**config.mk**
```make
export PLATFORM = sky130hd
export DESIGN_NAME = time_set
export DESIGN_NICKNAME = d
export VERILOG_FILES = /design/src/rtl/time_pkg.sv /design/src/rtl/time_field_step.sv /design/src/rtl/time_set.sv
export SDC_FILE = /design/constraint.sdc
export NUM_CORES = 1
export LEC_CHECK = 0
export CORE_MARGIN = 3
export CORE_UTILIZATION = 50
export CTS_CLUSTER_SIZE = 14
export DETAILED_ROUTE_END_ITERATION = 8
export PLACE_DENSITY_LB_ADDON = 0.12
export SLEW_MARGIN = 5
export SYNTH_ARGS = -nofsm -noshare
export SYNTH_HDL_FRONTEND = slang
export SYNTH_SLANG_ARGS = --single-unit
```
**constraint.sdc**
```tcl
create_clock -name CLK -period 5.3 [get_ports CLK]
set_clock_uncertainty 0.1 [all_clocks]
set_input_delay 0.53 -clock CLK [delete_from_list [all_inputs] [get_ports CLK]]
set_output_delay 0.53 -clock CLK [all_outputs]
set_load 0.02 [all_outputs]
```
**src/rtl/time_pkg.sv**
```systemverilog
// Shared definitions for the time/date/alarm setting block: field widths,
// packing bit positions, field limits, FIELD_SEL encodings, FSM states and
// small helper functions used by time_set.
package time_pkg;

    // Field widths
    localparam int HOUR_W  = 5;
    localparam int MIN_W   = 6;
    localparam int SEC_W   = 6;
    localparam int YEAR_W  = 7;
    localparam int MONTH_W = 4;
    localparam int DAY_W   = 5;
    localparam int STEP_W  = 7;   // wide enough for any single field

    // Packing of {MERIDIAN, HOUR, MIN, SEC} (alarm uses the same without MERIDIAN)
    localparam int TIME_SEC_LSB  = 0;
    localparam int TIME_MIN_LSB  = 6;
    localparam int TIME_HOUR_LSB = 12;
    localparam int TIME_MER_BIT  = 17;

    // Packing of {YEAR, MONTH, DAY}
    localparam int DATE_DAY_LSB   = 0;
    localparam int DATE_MONTH_LSB = 5;
    localparam int DATE_YEAR_LSB  = 9;

    // Field limits
    localparam logic [STEP_W-1:0] HOUR_MIN  = 7'd0;
    localparam logic [STEP_W-1:0] HOUR_MAX  = 7'd23;
    localparam logic [STEP_W-1:0] MIN_MIN   = 7'd0;
    localparam logic [STEP_W-1:0] MIN_MAX   = 7'd59;
    localparam logic [STEP_W-1:0] SEC_MIN   = 7'd0;
    localparam logic [STEP_W-1:0] SEC_MAX   = 7'd59;
    localparam logic [STEP_W-1:0] YEAR_MIN  = 7'd0;
    localparam logic [STEP_W-1:0] YEAR_MAX  = 7'd99;
    localparam logic [STEP_W-1:0] MONTH_MIN = 7'd1;
    localparam logic [STEP_W-1:0] MONTH_MAX = 7'd12;
    localparam logic [STEP_W-1:0] DAY_MIN   = 7'd1;
    localparam logic [STEP_W-1:0] DAY_MAX   = 7'd31;

    // Date value after reset: year 16, January 1st
    localparam logic [YEAR_W-1:0]  RST_YEAR  = 7'd16;
    localparam logic [MONTH_W-1:0] RST_MONTH = 4'd1;
    localparam logic [DAY_W-1:0]   RST_DAY   = 5'd1;

    // FIELD_SEL encodings
    localparam logic [2:0] FLD_HOUR  = 3'd0;
    localparam logic [2:0] FLD_MIN   = 3'd1;
    localparam logic [2:0] FLD_SEC   = 3'd2;
    localparam logic [2:0] FLD_YEAR  = 3'd3;
    localparam logic [2:0] FLD_MONTH = 3'd4;
    localparam logic [2:0] FLD_DAY   = 3'd5;

    // Setting FSM states
    typedef enum logic [1:0] {
        ST_IDLE       = 2'd0,
        ST_EDIT_TIME  = 2'd1,
        ST_EDIT_ALARM = 2'd2,
        ST_COMMIT     = 2'd3
    } state_e;

    // Returns v when it lies within [lo, hi], otherwise lo
    function automatic logic [STEP_W-1:0] fit_range(input logic [STEP_W-1:0] v,
                                                    input logic [STEP_W-1:0] lo,
                                                    input logic [STEP_W-1:0] hi);
        logic [STEP_W-1:0] r;
        if ((v < lo) || (v > hi)) begin
            r = lo;
        end else begin
            r = v;
        end
        return r;
    endfunction

    // Number of days in a month; February has 29 days when the two-digit year is a multiple of 4
    function automatic logic [DAY_W-1:0] month_len(input logic [MONTH_W-1:0] month,
                                                   input logic [YEAR_W-1:0]  year);
        logic [DAY_W-1:0] len;
        case (month)
            4'd2:                    len = (year[1:0] == 2'b00) ? 5'd29 : 5'd28;
            4'd4, 4'd6, 4'd9, 4'd11: len = 5'd30;
            default:                 len = 5'd31;
        endcase
        return len;
    endfunction

endpackage

```
**src/rtl/time_field_step.sv**
```systemverilog
// Single-field up/down stepper with wrap-around between min and max.
// Up has priority over down when both are asserted.
module time_field_step #(
    parameter int W = 7
) (
    input  logic [W-1:0] value_i,
    input  logic [W-1:0] min_i,
    input  logic [W-1:0] max_i,
    input  logic         up_i,
    input  logic         down_i,
    output logic [W-1:0] next_o
);

    // Next field value: increment/decrement with wrap at the limits
    always_comb begin
        next_o = value_i;
        if (up_i) begin
            if (value_i >= max_i) begin
                next_o = min_i;
            end else begin
                next_o = value_i + W'(1);
            end
        end else if (down_i) begin
            if (value_i <= min_i) begin
                next_o = max_i;
            end else begin
                next_o = value_i - W'(1);
            end
        end else begin
            next_o = value_i;
        end
    end

endmodule

```
**src/rtl/time_set.sv**
```systemverilog
// Button-driven editor for the running time/date and the alarm time.
// MODE cycles IDLE -> EDIT_TIME -> EDIT_ALARM -> IDLE, NEXT walks the fields
// and commits after the last one, UP/DOWN step the selected field.
// Optional build macro TIME_SET_MONTH_LEN_EN: limit DAY to the real month
// length (leap February when YEAR%4==0) and clamp DAY on MONTH/YEAR changes.
module time_set
    import time_pkg::*;
#(
    parameter int BLINK_DIV = 500
) (
    input  logic        CLK,
    input  logic        RESETN,
    input  logic        BTN_MODE,
    input  logic        BTN_NEXT,
    input  logic        BTN_UP,
    input  logic        BTN_DOWN,
    input  logic [17:0] CUR_TIME,
    input  logic [15:0] CUR_DATE,
    input  logic [16:0] CUR_ALARM,
    output logic [17:0] SET_TIME,
    output logic [15:0] SET_DATE,
    output logic [16:0] SET_ALARM,
    output logic        SETTING,
    output logic        ALARM_SET,
    output logic        EDIT_ACTIVE,
    output logic [2:0]  FIELD_SEL,
    output logic        BLINK
);

    localparam int CNT_W = (BLINK_DIV > 1) ? $clog2(BLINK_DIV) : 1;
    localparam logic [CNT_W-1:0] BLINK_LAST = CNT_W'(BLINK_DIV - 1);

    state_e               state_q, state_d;
    logic [2:0]           fsel_q, fsel_d;
    logic [HOUR_W-1:0]    hour_q, hour_d;
    logic [MIN_W-1:0]     min_q, min_d;
    logic [SEC_W-1:0]     sec_q, sec_d;
    logic [YEAR_W-1:0]    year_q, year_d;
    logic [MONTH_W-1:0]   month_q, month_d;
    logic [DAY_W-1:0]     day_q, day_d;
    logic [HOUR_W-1:0]    al_hour_q, al_hour_d;
    logic [MIN_W-1:0]     al_min_q, al_min_d;
    logic [SEC_W-1:0]     al_sec_q, al_sec_d;
    logic                 setting_q, setting_d;
    logic                 alarm_set_q, alarm_set_d;
    logic                 edit_active_q, edit_active_d;
    logic                 blink_q, blink_d;
    logic [CNT_W-1:0]     bcnt_q, bcnt_d;

    logic                 ld_time_s, ld_alarm_s;
    logic [STEP_W-1:0]    step_val_s, step_min_s, step_max_s, step_next_s;
    logic                 step_up_s, step_down_s, step_en_s;
    logic [STEP_W-1:0]    day_max_s, ld_day_max_s;
    logic [STEP_W-1:0]    ld_hour_s, ld_min_s, ld_sec_s, ld_year_s, ld_month_s, ld_day_s;
    logic [STEP_W-1:0]    ld_al_hour_s, ld_al_min_s, ld_al_sec_s;
    logic                 cur_meridian_unused_s;

    // The incoming meridian bit is redundant; it is recomputed from HOUR
    assign cur_meridian_unused_s = CUR_TIME[TIME_MER_BIT];

    // Snapshot fields, forced to the field minimum when out of range
    assign ld_hour_s  = fit_range(STEP_W'(CUR_TIME[TIME_HOUR_LSB +: HOUR_W]), HOUR_MIN, HOUR_MAX);
    assign ld_min_s   = fit_range(STEP_W'(CUR_TIME[TIME_MIN_LSB +: MIN_W]), MIN_MIN, MIN_MAX);
    assign ld_sec_s   = fit_range(STEP_W'(CUR_TIME[TIME_SEC_LSB +: SEC_W]), SEC_MIN, SEC_MAX);
    assign ld_year_s  = fit_range(STEP_W'(CUR_DATE[DATE_YEAR_LSB +: YEAR_W]), YEAR_MIN, YEAR_MAX);
    assign ld_month_s = fit_range(STEP_W'(CUR_DATE[DATE_MONTH_LSB +: MONTH_W]), MONTH_MIN, MONTH_MAX);
    assign ld_day_s   = fit_range(STEP_W'(CUR_DATE[DATE_DAY_LSB +: DAY_W]), DAY_MIN, ld_day_max_s);
    assign ld_al_hour_s = fit_range(STEP_W'(CUR_ALARM[TIME_HOUR_LSB +: HOUR_W]), HOUR_MIN, HOUR_MAX);
    assign ld_al_min_s  = fit_range(STEP_W'(CUR_ALARM[TIME_MIN_LSB +: MIN_W]), MIN_MIN, MIN_MAX);
    assign ld_al_sec_s  = fit_range(STEP_W'(CUR_ALARM[TIME_SEC_LSB +: SEC_W]), SEC_MIN, SEC_MAX);

`ifdef TIME_SET_MONTH_LEN_EN
    assign ld_day_max_s = STEP_W'(month_len(ld_month_s[MONTH_W-1:0], ld_year_s[YEAR_W-1:0]));
    assign day_max_s    = STEP_W'(month_len(month_q, year_q));
`else
    assign ld_day_max_s = DAY_MAX;
    assign day_max_s    = DAY_MAX;
`endif

    // Only one button acts per cycle: UP wins over DOWN
    assign step_up_s   = BTN_UP;
    assign step_down_s = BTN_DOWN & ~BTN_UP;
    assign step_en_s   = BTN_UP | BTN_DOWN;

    // Route the selected field and its limits into the stepper
    always_comb begin
        step_val_s = 7'd0;
        step_min_s = 7'd0;
        step_max_s = 7'd0;
        if (state_q == ST_EDIT_ALARM) begin
            case (fsel_q)
                FLD_HOUR: begin step_val_s = STEP_W'(al_hour_q); step_min_s = HOUR_MIN; step_max_s = HOUR_MAX; end
                FLD_MIN:  begin step_val_s = STEP_W'(al_min_q);  step_min_s = MIN_MIN;  step_max_s = MIN_MAX;  end
                FLD_SEC:  begin step_val_s = STEP_W'(al_sec_q);  step_min_s = SEC_MIN;  step_max_s = SEC_MAX;  end
                default:  begin step_val_s = 7'd0; step_min_s = 7'd0; step_max_s = 7'd0; end
            endcase
        end else begin
            case (fsel_q)
                FLD_HOUR:  begin step_val_s = STEP_W'(hour_q);  step_min_s = HOUR_MIN;  step_max_s = HOUR_MAX;  end
                FLD_MIN:   begin step_val_s = STEP_W'(min_q);   step_min_s = MIN_MIN;   step_max_s = MIN_MAX;   end
                FLD_SEC:   begin step_val_s = STEP_W'(sec_q);   step_min_s = SEC_MIN;   step_max_s = SEC_MAX;   end
                FLD_YEAR:  begin step_val_s = STEP_W'(year_q);  step_min_s = YEAR_MIN;  step_max_s = YEAR_MAX;  end
                FLD_MONTH: begin step_val_s = STEP_W'(month_q); step_min_s = MONTH_MIN; step_max_s = MONTH_MAX; end
                FLD_DAY:   begin step_val_s = STEP_W'(day_q);   step_min_s = DAY_MIN;   step_max_s = day_max_s; end
                default:   begin step_val_s = 7'd0; step_min_s = 7'd0; step_max_s = 7'd0; end
            endcase
        end
    end

    time_field_step #(.W(STEP_W)) u_step (
        .value_i (step_val_s),
        .min_i   (step_min_s),
        .max_i   (step_max_s),
        .up_i    (step_up_s),
        .down_i  (step_down_s),
        .next_o  (step_next_s)
    );

    // Next state, field selection, edit registers and commit strobes
    always_comb begin
        state_d     = state_q;
        fsel_d      = fsel_q;
        hour_d      = hour_q;
        min_d       = min_q;
        sec_d       = sec_q;
        year_d      = year_q;
        month_d     = month_q;
        day_d       = day_q;
        al_hour_d   = al_hour_q;
        al_min_d    = al_min_q;
        al_sec_d    = al_sec_q;
        setting_d   = 1'b0;
        alarm_set_d = 1'b0;
        ld_time_s   = 1'b0;
        ld_alarm_s  = 1'b0;
        case (state_q)
            ST_IDLE: begin
                if (BTN_MODE) begin
                    state_d   = ST_EDIT_TIME;
                    fsel_d    = FLD_HOUR;
                    ld_time_s = 1'b1;
                end else begin
                    fsel_d = FLD_HOUR;
                end
            end
            ST_EDIT_TIME: begin
                if (BTN_MODE) begin
                    // Leaving time edit throws the edits away and restores the snapshot
                    state_d    = ST_EDIT_ALARM;
                    fsel_d     = FLD_HOUR;
                    ld_time_s  = 1'b1;
                    ld_alarm_s = 1'b1;
                end else if (BTN_NEXT) begin
                    if (fsel_q == FLD_DAY) begin
                        state_d   = ST_COMMIT;
                        setting_d = 1'b1;
                        fsel_d    = FLD_HOUR;
                    end else begin
                        fsel_d = fsel_q + 3'd1;
                    end
                end else if (step_en_s) begin
                    case (fsel_q)
                        FLD_HOUR:  hour_d  = step_next_s[HOUR_W-1:0];
                        FLD_MIN:   min_d   = step_next_s[MIN_W-1:0];
                        FLD_SEC:   sec_d   = step_next_s[SEC_W-1:0];
                        FLD_YEAR:  year_d  = step_next_s[YEAR_W-1:0];
                        FLD_MONTH: month_d = step_next_s[MONTH_W-1:0];
                        FLD_DAY:   day_d   = step_next_s[DAY_W-1:0];
                        default:   hour_d  = hour_q;
                    endcase
`ifdef TIME_SET_MONTH_LEN_EN
                    // A shorter month pulls DAY down to the new last day
                    if (((fsel_q == FLD_YEAR) || (fsel_q == FLD_MONTH)) &&
                        (day_d > month_len(month_d, year_d))) begin
                        day_d = month_len(month_d, year_d);
                    end else begin
                        day_d = day_d;
                    end
`endif
                end else begin
                    state_d = state_q;
                end
            end
            ST_EDIT_ALARM: begin
                if (BTN_MODE) begin
                    state_d = ST_IDLE;
                    fsel_d  = FLD_HOUR;
                end else if (BTN_NEXT) begin
                    if (fsel_q == FLD_SEC) begin
                        state_d     = ST_COMMIT;
                        alarm_set_d = 1'b1;
                        fsel_d      = FLD_HOUR;
                    end else begin
                        fsel_d = fsel_q + 3'd1;
                    end
                end else if (step_en_s) begin
                    case (fsel_q)
                        FLD_HOUR: al_hour_d = step_next_s[HOUR_W-1:0];
                        FLD_MIN:  al_min_d  = step_next_s[MIN_W-1:0];
                        FLD_SEC:  al_sec_d  = step_next_s[SEC_W-1:0];
                        default:  al_hour_d = al_hour_q;
                    endcase
                end else begin
                    state_d = state_q;
                end
            end
            ST_COMMIT: begin
                // Strobe cycle; buttons are ignored here
                state_d = ST_IDLE;
                fsel_d  = FLD_HOUR;
            end
            default: begin
                state_d = ST_IDLE;
                fsel_d  = FLD_HOUR;
            end
        endcase

        if (ld_time_s) begin
            hour_d  = ld_hour_s[HOUR_W-1:0];
            min_d   = ld_min_s[MIN_W-1:0];
            sec_d   = ld_sec_s[SEC_W-1:0];
            year_d  = ld_year_s[YEAR_W-1:0];
            month_d = ld_month_s[MONTH_W-1:0];
            day_d   = ld_day_s[DAY_W-1:0];
        end else begin
            hour_d = hour_d;
        end

        if (ld_alarm_s) begin
            al_hour_d = ld_al_hour_s[HOUR_W-1:0];
            al_min_d  = ld_al_min_s[MIN_W-1:0];
            al_sec_d  = ld_al_sec_s[SEC_W-1:0];
        end else begin
            al_hour_d = al_hour_d;
        end
    end

    // Edit indicator and blink divider; both idle at 0 outside the edit states
    always_comb begin
        edit_active_d = (state_d == ST_EDIT_TIME) || (state_d == ST_EDIT_ALARM);
        bcnt_d        = bcnt_q;
        blink_d       = blink_q;
        if (edit_active_d) begin
            if (bcnt_q == BLINK_LAST) begin
                bcnt_d  = {CNT_W{1'b0}};
                blink_d = ~blink_q;
            end else begin
                bcnt_d  = bcnt_q + CNT_W'(1);
                blink_d = blink_q;
            end
        end else begin
            bcnt_d  = {CNT_W{1'b0}};
            blink_d = 1'b0;
        end
    end

    // State and output registers with synchronous active-low reset
    always_ff @(posedge CLK) begin
        if (!RESETN) begin
            state_q       <= ST_IDLE;
            fsel_q        <= FLD_HOUR;
            hour_q        <= 5'd0;
            min_q         <= 6'd0;
            sec_q         <= 6'd0;
            year_q        <= RST_YEAR;
            month_q       <= RST_MONTH;
            day_q         <= RST_DAY;
            al_hour_q     <= 5'd0;
            al_min_q      <= 6'd0;
            al_sec_q      <= 6'd0;
            setting_q     <= 1'b0;
            alarm_set_q   <= 1'b0;
            edit_active_q <= 1'b0;
            blink_q       <= 1'b0;
            bcnt_q        <= {CNT_W{1'b0}};
        end else begin
            state_q       <= state_d;
            fsel_q        <= fsel_d;
            hour_q        <= hour_d;
            min_q         <= min_d;
            sec_q         <= sec_d;
            year_q        <= year_d;
            month_q       <= month_d;
            day_q         <= day_d;
            al_hour_q     <= al_hour_d;
            al_min_q      <= al_min_d;
            al_sec_q      <= al_sec_d;
            setting_q     <= setting_d;
            alarm_set_q   <= alarm_set_d;
            edit_active_q <= edit_active_d;
            blink_q       <= blink_d;
            bcnt_q        <= bcnt_d;
        end
    end

    assign SET_TIME    = {(hour_q >= 5'd12), hour_q, min_q, sec_q};
    assign SET_DATE    = {year_q, month_q, day_q};
    assign SET_ALARM   = {al_hour_q, al_min_q, al_sec_q};
    assign SETTING     = setting_q;
    assign ALARM_SET   = alarm_set_q;
    assign EDIT_ACTIVE = edit_active_q;
    assign FIELD_SEL   = fsel_q;
    assign BLINK       = blink_q;

endmodule

```
---- Word level (Yosys, flattened, before mapping) ----
Cells that the tools add are included.
cells by class
  $add $sub $neg .......................... 4
  reduce and logical (&&, ||, !) cells .... 37
  bitwise logic cells ..................... 9
  multiplexer cells ....................... 83
  equality and inequality tests ........... 17
  $lt $le $gt $ge ......................... 15
operators with widths
  operator                                                number
  two-way mux 6 bit                                       20
  two-way mux 7 bit                                       13
  two-way mux 5 bit                                       17
  AND reduction 5 bit                                     9
  case mux 7 bit (6 select lines)                         1
  case mux 7 bit (5 select lines)                         1
  two-way mux 4 bit                                       7
  nonzero test 2 bit                                      13
  > comparator 6 bit (second input constant)              4
  two-way mux 3 bit                                       6
  case mux 6 bit (3 select lines)                         1
  > comparator 5 bit (second input constant)              3
  two-way mux 2 bit                                       7
  case mux 6 bit (2 select lines)                         1
  adder 9 x 1 -> 9 bit (second input constant)            1
  equality test 9 bit (second input constant)             1
  case mux 3 bit (3 select lines)                         1
  inequality test 2 x 1 -> 1 bit (second input constant)  4
  case mux 2 bit (4 select lines)                         1
  OR reduction 2 bit                                      4
  OR reduction 4 bit                                      2
  adder 7 x 1 -> 7 bit (second input constant)            1
  >= comparator 7 bit                                     1
  > comparator 7 bit (second input constant)              1
  23 further kinds                                        45
word-level totals
  register bits after elaboration ......... 68
  input bits .............................. 57

---- Logic depth before layout (Yosys ltp) ----
Gate-level depths: netlist of the first run.
  word-level depth ........................ 14
  mapped depth ............................ 20
  mapped depth without buffers ............ 16

---- By module ----
A second synthesis of the first run with hierarchy kept.
unflattened totals
  cells, all modules ...................... 560
  area total of the unflattened synthesis .. 4563.1 um2
by module, submodules not included
  module           sequential area each (um2)  area an instance (um2)  cells an instance  times used
  time_set         1361.3                      3742.3                  441                1
  time_field_step  0.0                         820.8                   119                1

---- Worst setup path before layout of the first run ----
OpenSTA, ideal clock, no wires.
  kind .................................... flip-flop to flip-flop
  from .................................... register fsel_q[1] (netlist: FIELD_SEL[1])
  to ...................................... register al_sec_q[2]
  arrival ................................. 4.044 ns
  path buffers ............................ 4
  setup time .............................. 0.086 ns
  stages on the path, launching flop included .. 21
  path slack .............................. 1.071 ns
  period minus slack after synthesis ...... 4.229 ns
  cell sequence ........................... dfxtp_1 buf_2 buf_2 buf_2 and2_1 ha_1 clkbuf_1 inv_1 a31oi_1 o22a_2 inv_2 ha_1 nand2b_1 a21o_1 a31oi_1 o2111ai_1 o22ai_2 a21oi_1 o21ai_2 nor2_1 a211oi_1
between the ends
  cells in the longest elaborated chain, start to end .. 14
RTL lines
  item                                                                line             RTL
  from (decl)                                                         time_set.sv:34   logic [2:0] fsel_q, fsel_d;
  from (signal assigned)                                              time_set.sv:278  fsel_q <= fsel_d;
  branches (longest 14 deep; another with subtractor 7 x 1 -> 7 bit)  -
  to (signal assigned)                                                time_set.sv:287  al_sec_q <= al_sec_d;
  to (decl)                                                           time_set.sv:43   logic [SEC_W-1:0] al_sec_q, al_sec_d;
Several ways; the timed one is not identified. The select of a mux whose other input is x is not followed.
A chain may end at the register's enable or synchronous reset.

---- Worst setup path in the final report of the first run ----
  from .................................... register fsel_q[1] (netlist: FIELD_SEL[1])
  to ...................................... register min_q[2]
between the ends
  cells in the longest elaborated chain, start to end .. 14
RTL lines
  item                                                                line             RTL
  branches (longest 14 deep; another with subtractor 7 x 1 -> 7 bit)  -
  to (signal assigned)                                                time_set.sv:280  min_q <= min_d;
  to (decl)                                                           time_set.sv:36   logic [MIN_W-1:0] min_q, min_d;
Several ways; the timed one is not identified. The select of a mux whose other input is x is not followed.

==> results of run 1 <==
critical path: cells and delay by family (launching register included):
family / cells / cell delay [ns]
compound gates: 10 / 2.50
fa+ha+maj: 1 / 0.30
buf+inv: 2 / 0.46
flops: 1 / 0.38
simple gates: 2 / 0.78
area by class of cell:
type	count	area share, %
Multi-Input combinational cell	435	48.59
Timing Repair Buffer	124	20.86
Sequential cell	68	23.40
Clock buffer	9	2.129
Tap cell	105	2.259
Inverter	19	1.226
Clock inverter	6	1.527
routing by layer:
layer	vias to the layer above	share of wire [%]	global-route usage, %
li1	2288	-	-
met1	2318	41	42.08
met5	-	0	0
met2	341	45	48.27
met4	0	3.0	11.71
met3	46	11	6.324
placed cells by master, fill, tap and decap left out, types with 6 or more instances in the layout:
cell / Yosys / routed
sky130_fd_sc_hd__a211oi_1: 9 / 9
sky130_fd_sc_hd__a21oi_1: 42 / 42
sky130_fd_sc_hd__a31oi_1: 25 / 25
sky130_fd_sc_hd__and2_1: 7 / 7
sky130_fd_sc_hd__buf_4: 1 / 11
sky130_fd_sc_hd__clkbuf_8: 0 / 9
sky130_fd_sc_hd__clkdlybuf4s50_1: 0 / 113
sky130_fd_sc_hd__dfxtp_1: 68 / 68
sky130_fd_sc_hd__ha_1: 10 / 10
sky130_fd_sc_hd__inv_1: 17 / 17
sky130_fd_sc_hd__mux2i_1: 6 / 6
sky130_fd_sc_hd__nand2_1: 72 / 72
sky130_fd_sc_hd__nand2b_1: 10 / 10
sky130_fd_sc_hd__nand3_1: 15 / 15
sky130_fd_sc_hd__nor2_1: 33 / 33
sky130_fd_sc_hd__nor2b_1: 11 / 11
sky130_fd_sc_hd__nor3_1: 11 / 11
sky130_fd_sc_hd__nor4_1: 6 / 6
sky130_fd_sc_hd__o21ai_0: 37 / 37
sky130_fd_sc_hd__o21ai_1: 8 / 8
sky130_fd_sc_hd__o221a_1: 7 / 7
sky130_fd_sc_hd__o221ai_1: 6 / 6
sky130_fd_sc_hd__o31ai_1: 8 / 8
sky130_fd_sc_hd__xnor2_1: 10 / 10
final timing paths:
| path | start | to | slack [ns] | depth (start not counted) |
|---|---|---|---|---|
| worst min-delay path | bcnt_q[0] | bcnt_q[0] | 0.35 | 1 |
| worst min register to register | bcnt_q[0] | bcnt_q[0] | 0.35 | 1 |
| worst max register to register | FIELD_SEL[1] | min_q[2] | 0.69 | 15 |
| worst max-delay path | FIELD_SEL[1] | min_q[2] | 0.69 | 15 |
cell usage after synthesis (3+ instances only):
library cell and instances:
sky130_fd_sc_hd__a211oi_1 9, sky130_fd_sc_hd__a21o_1 3, sky130_fd_sc_hd__a21oi_1 42, sky130_fd_sc_hd__a22oi_1 4, sky130_fd_sc_hd__a31o_1 3, sky130_fd_sc_hd__a31oi_1 25
sky130_fd_sc_hd__a41oi_1 4, sky130_fd_sc_hd__and2_1 7, sky130_fd_sc_hd__and3_1 3, sky130_fd_sc_hd__buf_2 7, sky130_fd_sc_hd__buf_6 5, sky130_fd_sc_hd__clkbuf_1 21
sky130_fd_sc_hd__dfxtp_1 68, sky130_fd_sc_hd__ha_1 10, sky130_fd_sc_hd__inv_1 17, sky130_fd_sc_hd__mux2_1 4, sky130_fd_sc_hd__mux2i_1 6, sky130_fd_sc_hd__nand2_1 72
sky130_fd_sc_hd__nand2b_1 10, sky130_fd_sc_hd__nand3_1 15, sky130_fd_sc_hd__nand4b_1 3, sky130_fd_sc_hd__nor2_1 33, sky130_fd_sc_hd__nor2b_1 11, sky130_fd_sc_hd__nor3_1 11
sky130_fd_sc_hd__nor3b_1 4, sky130_fd_sc_hd__nor4_1 6, sky130_fd_sc_hd__o2111ai_1 4, sky130_fd_sc_hd__o211ai_1 4, sky130_fd_sc_hd__o21a_1 3, sky130_fd_sc_hd__o21ai_0 37
sky130_fd_sc_hd__o21ai_1 8, sky130_fd_sc_hd__o221a_1 7, sky130_fd_sc_hd__o221ai_1 6, sky130_fd_sc_hd__o31ai_1 8, sky130_fd_sc_hd__or3_1 3, sky130_fd_sc_hd__xnor2_1 10
report_power, final:
| part | internal, mW | leakage, nW | switching, mW |
|---|---|---|---|
| clock network | 0.263 | 0.102 | 0.220 |
| registers | 0.549 | 0.558 | 0.0401 |
| logic | 0.206 | 1.45 | 0.287 |
| total | 1.02 | 2.10 | 0.547 |
metrics by stage:
stage	setup WS (ns)	power, mW
final	0.6948	1.564
after global routing	0.5040	1.630
after CTS	0.8211	1.551
after detailed placement	0.8718	1.080
after global placement	0.9842	1.071
after floorplan	1.071	0.8732
logic make-up (layout without fill, tap and decap cells):
| logic type | Yosys count | count (layout) | synth area share, % |
|---|---|---|---|
| compound gates | 205 | 205 | 32.83 |
| simple gates | 195 | 195 | 22.26 |
| flops | 68 | 68 | 30.66 |
| buf+inv | 54 | 158 | 5.692 |
| mux | 13 | 13 | 3.381 |
| xor+xnor | 12 | 12 | 2.367 |
| fa+ha+maj | 10 | 10 | 2.818 |
state kept, by name, summed over array words and instances, names as in the netlist:
| name | cells |
|---|---|
| hour_q | 5 |
| bcnt_q | 9 |
| al_hour_q | 5 |
| FIELD_SEL | 3 |
| SETTING | 1 |
| ALARM_SET | 1 |
| EDIT_ACTIVE | 1 |
| al_sec_q | 6 |
| day_q | 5 |
| year_q | 7 |
| state_q | 2 |
| BLINK | 1 |
| sec_q | 6 |
| al_min_q | 6 |
| month_q | 4 |
| min_q | 6 |
==> out/metrics.yaml, run 1 <==
insertedDiodeCount: 0
required_ns: 5.47
post-route-drc-count: 0
power.ir.vdd_worst_mv: 0.1483
globalRouteTotalUtil_pct: 30.95
result_of_the_run: "finished clean"
grt_max_degree: 59
power_density_nw_per_um2: 268.9
die_h_um: 100.2
number_of_global_route_vias_before_repair: 4734
clockBufferDepth: 2
initial_core_util_pct: 52.72
grt_pass1_wl_um: 24930
rsz_0062_raised_after_global_routing: "no"
design.die.area_sq_um: 10050
seqCellArea_sq_um: 1361
fin_crit_ns: 4.605
fmaxAchievable_ghz: 0.2171
placed_area_sq_um: 5604
worst-path-max-fanout: 25
synth_area_leader_cell: "sky130_fd_sc_hd__dfxtp_1"
synth_warnings: 0
crit_path_cell_trace: "buf_4, nor3b_2, o2bb2ai_1, o22a_2, inv_2, ha_1, nand2b_1, a21o_1, a31oi_1, o2111ai_1, o22ai_2, a21oi_1, o21ai_2, o21ai_1, a31oi_1"
post-route-util_pct: 69.06
cts-hold-fix-buffers: 0
wirelength_um: 15680
timing.hold.worst.class: "register to register"
rd_place_congestion: 0.9386
yosys_reg_bits: 68
wl_per_cell_um: 20.46
setup_viol: 0
synth.avg_cell_area_sq_um: 7.972
worst-endpoint-arrival_ns: 4.78
synthesized_netlist_net_count: 624
worst_path_max_delay_cell: "sky130_fd_sc_hd__nor3b_2"
final-instance-count-excl-fill: 766
floorplan.rows: 33
synth_ff_type: "sky130_fd_sc_hd__dfxtp_1"
ctsHtreeMaxLevel: 3
cp-end-kind: "register"
proportion_of_synthesized_flip_flops_having_asynchronous_set_or_reset_pct: 0
critPathMaxStageDelay_ns: 0.64
globalRouteOverflowTotal: 0
synth_sequential_area_ratio_pct: 30.66
cts_tree: "built"
dpl.hpwl_um: 11790
worst_pin_slew_ns: 1.166
synth.lib_cells_used.distinct: 85
fin_crit_sh_pct: 86.89
path_class: "register to register"
post-cts-setup-buffer-count: 0
cts.repair.resized: 0
detailedRoute.firstPassIterationCount: 8
leakagePower_nw: 2.105
final_cell_area_sq_um: 5817
timing.hold.ws_ns: 0.3461
boundaryPins: 115
dr.first_iter.drc_count: 472
floorplan.core_area_sq_um: 8423
area.growth.synth_to_final_pct: 30.99
max_cap_viol_count: 0
slew-limit-headroom_pct: 21.42
clockRootBuffer: "sky130_fd_sc_hd__clkbuf_8"
clock_sinks: 68
dieWidth_um: 100.2
multi_input_area_sq_um: 2826
clk_transition_reported_paths_ns: 0.08
dp_cells: 751
filler_cell_count: 718
synth_enable_flop_cells: 0
timing.critical_path.from_type: "register"
path_common_cell: "sky130_fd_sc_hd__a31oi_1"
route.detailed.vias_per_inst: 6.518
numCtsBuffers: 9
timing_max_transition_violations_final: 0
share_of_cells_above_drive_strength_1_pct: 8.169
clk-insertion-delay-late_ns: 0.35
final.setup.tns_ns: 0
synthesis.instances: 557
postRouteAntennaNets: 0
nNetsFinal: 724
finalHoldViolations: 0
yosys.area.top_type_share_pct: 30.66
syn_area_sq_um: 4441
placement.io_buffers: 113
dr_total_vias: 4993
yosys-top-cells-area: "sky130_fd_sc_hd__dfxtp_1 31%, sky130_fd_sc_hd__nand2_1 6.1%, sky130_fd_sc_hd__a21oi_1 4.7%"
antenna_violations_before_repair: 0
No activity file was read; power rests on OpenSTA's default activity.
==> run 2, diff against run 1 <==
ABC_AREA = 0   (was default)
==> results of run 2 <==
No change in the layout: final DEF, timing and power equal those of run 1.
==> run 3, diff against run 2 <==
CAP_MARGIN = 20   (was default)
==> out/metrics.yaml, run 3 (synthesis gave the netlist of run 1 again) <==
result_of_the_run: "finished clean"
dr.first_iter.drc_count: 478  # +1.3%
regToRegEndpoint: "min_q[2]"
endpoint: "min_q[2]"
path_common_cell: "sky130_fd_sc_hd__a31oi_1"
filler_cell_count: 718  # unchanged
worst_path_max_delay_cell: "sky130_fd_sc_hd__nor3b_2"
crit_path_cell_trace: "buf_4, nor3b_2, o2bb2ai_1, o22a_2, inv_2, ha_1, nand2b_1, a21o_1, a31oi_1, o2111ai_1, o22ai_2, a21oi_1, o21ai_2, o21ai_1, a31oi_1"
largest_reg_flops: 9  # unchanged
wirelength_um: 15640  # -0.24%
placed_area_sq_um: 5604  # unchanged
design.die.area_sq_um: 10050  # unchanged
r2r_setup_slack_ns: 0.71  # +0.02 ns
fin_crit_ns: 4.585  # -0.01995 ns
timing.critical_path.from_type: "register"
placement.io_buffers: 113  # unchanged
required_ns: 5.48  # about the same
path_class: "register to register"
boundaryPins: 115  # unchanged
critPathMaxStageDelay_ns: 0.63  # about the same
final.setup.tns_ns: 0  # unchanged
clockRootBuffer: "sky130_fd_sc_hd__clkbuf_8"
power_density_nw_per_um2: 268.8  # about the same
postRouteAntennaNets: 0  # unchanged
slew-limit-headroom_pct: 26.59  # +5.2 points
fmaxAchievable_ghz: 0.2181  # +0.44%
clk_transition_reported_paths_ns: 0.08  # about the same
crit_path_start: "FIELD_SEL[1]"
cts_tree: "built"
area.growth.synth_to_final_pct: 31.22
dr_total_vias: 5001  # +0.16%
finalHoldViolations: 0  # unchanged
cts.repair.resized: 0  # unchanged
setup_viol: 0  # unchanged
layout.cells.most_common: "sky130_fd_sc_hd__clkdlybuf4s50_1"
p_total_mw: 1.566  # +0.12%
nNetsFinal: 726  # +0.28%
clk-insertion-delay-late_ns: 0.35  # about the same
die_h_um: 100.2  # unchanged
layout_common_cells: "113 x sky130_fd_sc_hd__clkdlybuf4s50_1, 72 x sky130_fd_sc_hd__nand2_1, 68 x sky130_fd_sc_hd__dfxtp_1"
power.ir.vdd_worst_mv: 0.1488  # +0.34%
detailedRoute.firstPassIterationCount: 8  # unchanged
post-route-util_pct: 69.18  # +0.12 points
regMostFlops: "bcnt_q"
cts-hold-fix-buffers: 0  # unchanged
fin_crit_sh_pct: 86.51  # -0.38 points
r2r.worst_path.cells: 15  # unchanged
timing.hold.worst.class: "register to register"
clock_sinks: 68  # unchanged
grt_pass1_wl_um: 24930  # unchanged
insertedDiodeCount: 0  # unchanged
dieWidth_um: 100.2  # unchanged
rd_place_congestion: 0.9386  # unchanged
globalRouteTotalUtil_pct: 30.95  # unchanged
number_of_global_route_vias_before_repair: 4734  # unchanged
antenna_violations_before_repair: 0  # unchanged
worst-endpoint-arrival_ns: 4.76  # -0.02 ns
initial_core_util_pct: 52.72  # unchanged
worst-path-max-fanout: 25  # unchanged
rsz_0062_raised_after_global_routing: "no"
numCtsBuffers: 9  # unchanged
timing_max_transition_violations_final: 0  # unchanged
top_regs: "bcnt_q (9), year_q (7)"
share_of_cells_above_drive_strength_1_pct: 8.446  # +0.28 points
final_cell_area_sq_um: 5827  # +0.17%
leakagePower_nw: 2.113  # +0.39%
grt_max_degree: 59  # unchanged
wl_per_cell_um: 20.36  # -0.50%
r2r-start: "FIELD_SEL[1]"
cp-end-kind: "register"
max_cap_viol_count: 0  # unchanged
worst_pin_slew_ns: 1.092  # -0.07458 ns
clockBufferDepth: 2  # unchanged
floorplan.core_area_sq_um: 8423  # unchanged
floorplan.rows: 33  # unchanged
route.detailed.vias_per_inst: 6.512  # -0.10%
dpl.hpwl_um: 11790  # unchanged
post-cts-setup-buffer-count: 0  # unchanged
ctsHtreeMaxLevel: 3  # unchanged
globalRouteOverflowTotal: 0  # unchanged
post-route-drc-count: 0  # unchanged
timing.hold.ws_ns: 0.3460  # -0.00009000 ns
run 3: changes by cell type in the layout (fill, tap and decap cells not counted), sizes merged:
| cell | delta |
|---|---|
| buf | +1 |
| clkbuf | +1 |
run 3: worst min-delay path by stage:
stage,slack [ns],to,depth (start not counted),start
after detailed placement,0.34,bcnt_q[0],1,bcnt_q[0]
after global placement,0.32,bcnt_q[0],1,bcnt_q[0]
after global routing,0.37,bcnt_q[0],1,bcnt_q[0]
after CTS,0.35,bcnt_q[0],1,bcnt_q[0]
final,0.35,bcnt_q[0],1,bcnt_q[0]
after floorplan,0.31,bcnt_q[0],1,bcnt_q[0]
run 3: layer usage:
| layer | track usage [%] | up-vias | routed length, um | part of all wire, % |
|---|---|---|---|---|
| met1 | 42.08 | 2333 | 6410 | 41 |
| met4 | 11.71 | 0 | 488 | 3.1 |
| met2 | 48.27 | 331 | 7100 | 45 |
| met3 | 6.324 | 46 | 1639 | 10 |
| li1 | - | 2291 | - | - |
| met5 | 0 | - | 0 | 0 |
run 3: metrics by stage:
step / cells / setup WS (ns)
CTS: 766 / 0.8211
global route: 768 / 0.5070
finish: 768 / 0.7148
detailed placement: 751 / 0.8718
floorplan: 557 / 1.071
global placement: 751 / 0.9842
run 3: final cells by class:
| cell class | count | area (sq um) | share of cell area, % |
|---|---|---|---|
| clock buffer | 9 | 123.9 | 2.126 |
| clock inverter | 6 | 88.84 | 1.525 |
| inverter | 19 | 71.32 | 1.224 |
| multi-input combinational | 435 | 2826 | 48.51 |
| sequential | 68 | 1361 | 23.36 |
| tap | 105 | 131.4 | 2.255 |
| timing repair buffer | 126 | 1224 | 21.00 |
run 3: critical path: cells and delay by family (launching register included):
kind	cells	cell delay [ns]
buffers and inverters	2	0.45
flip-flops	1	0.38
adder cells (fa/ha/maj)	1	0.30
AND/OR/NAND/NOR	2	0.77
AO/OA/AOI/OAI	10	2.49
run 3: where the power goes:
group	internal (mW)	switching, mW
logic	0.206	0.285
clock network	0.263	0.222
registers	0.549	0.0401
total	1.02	0.548
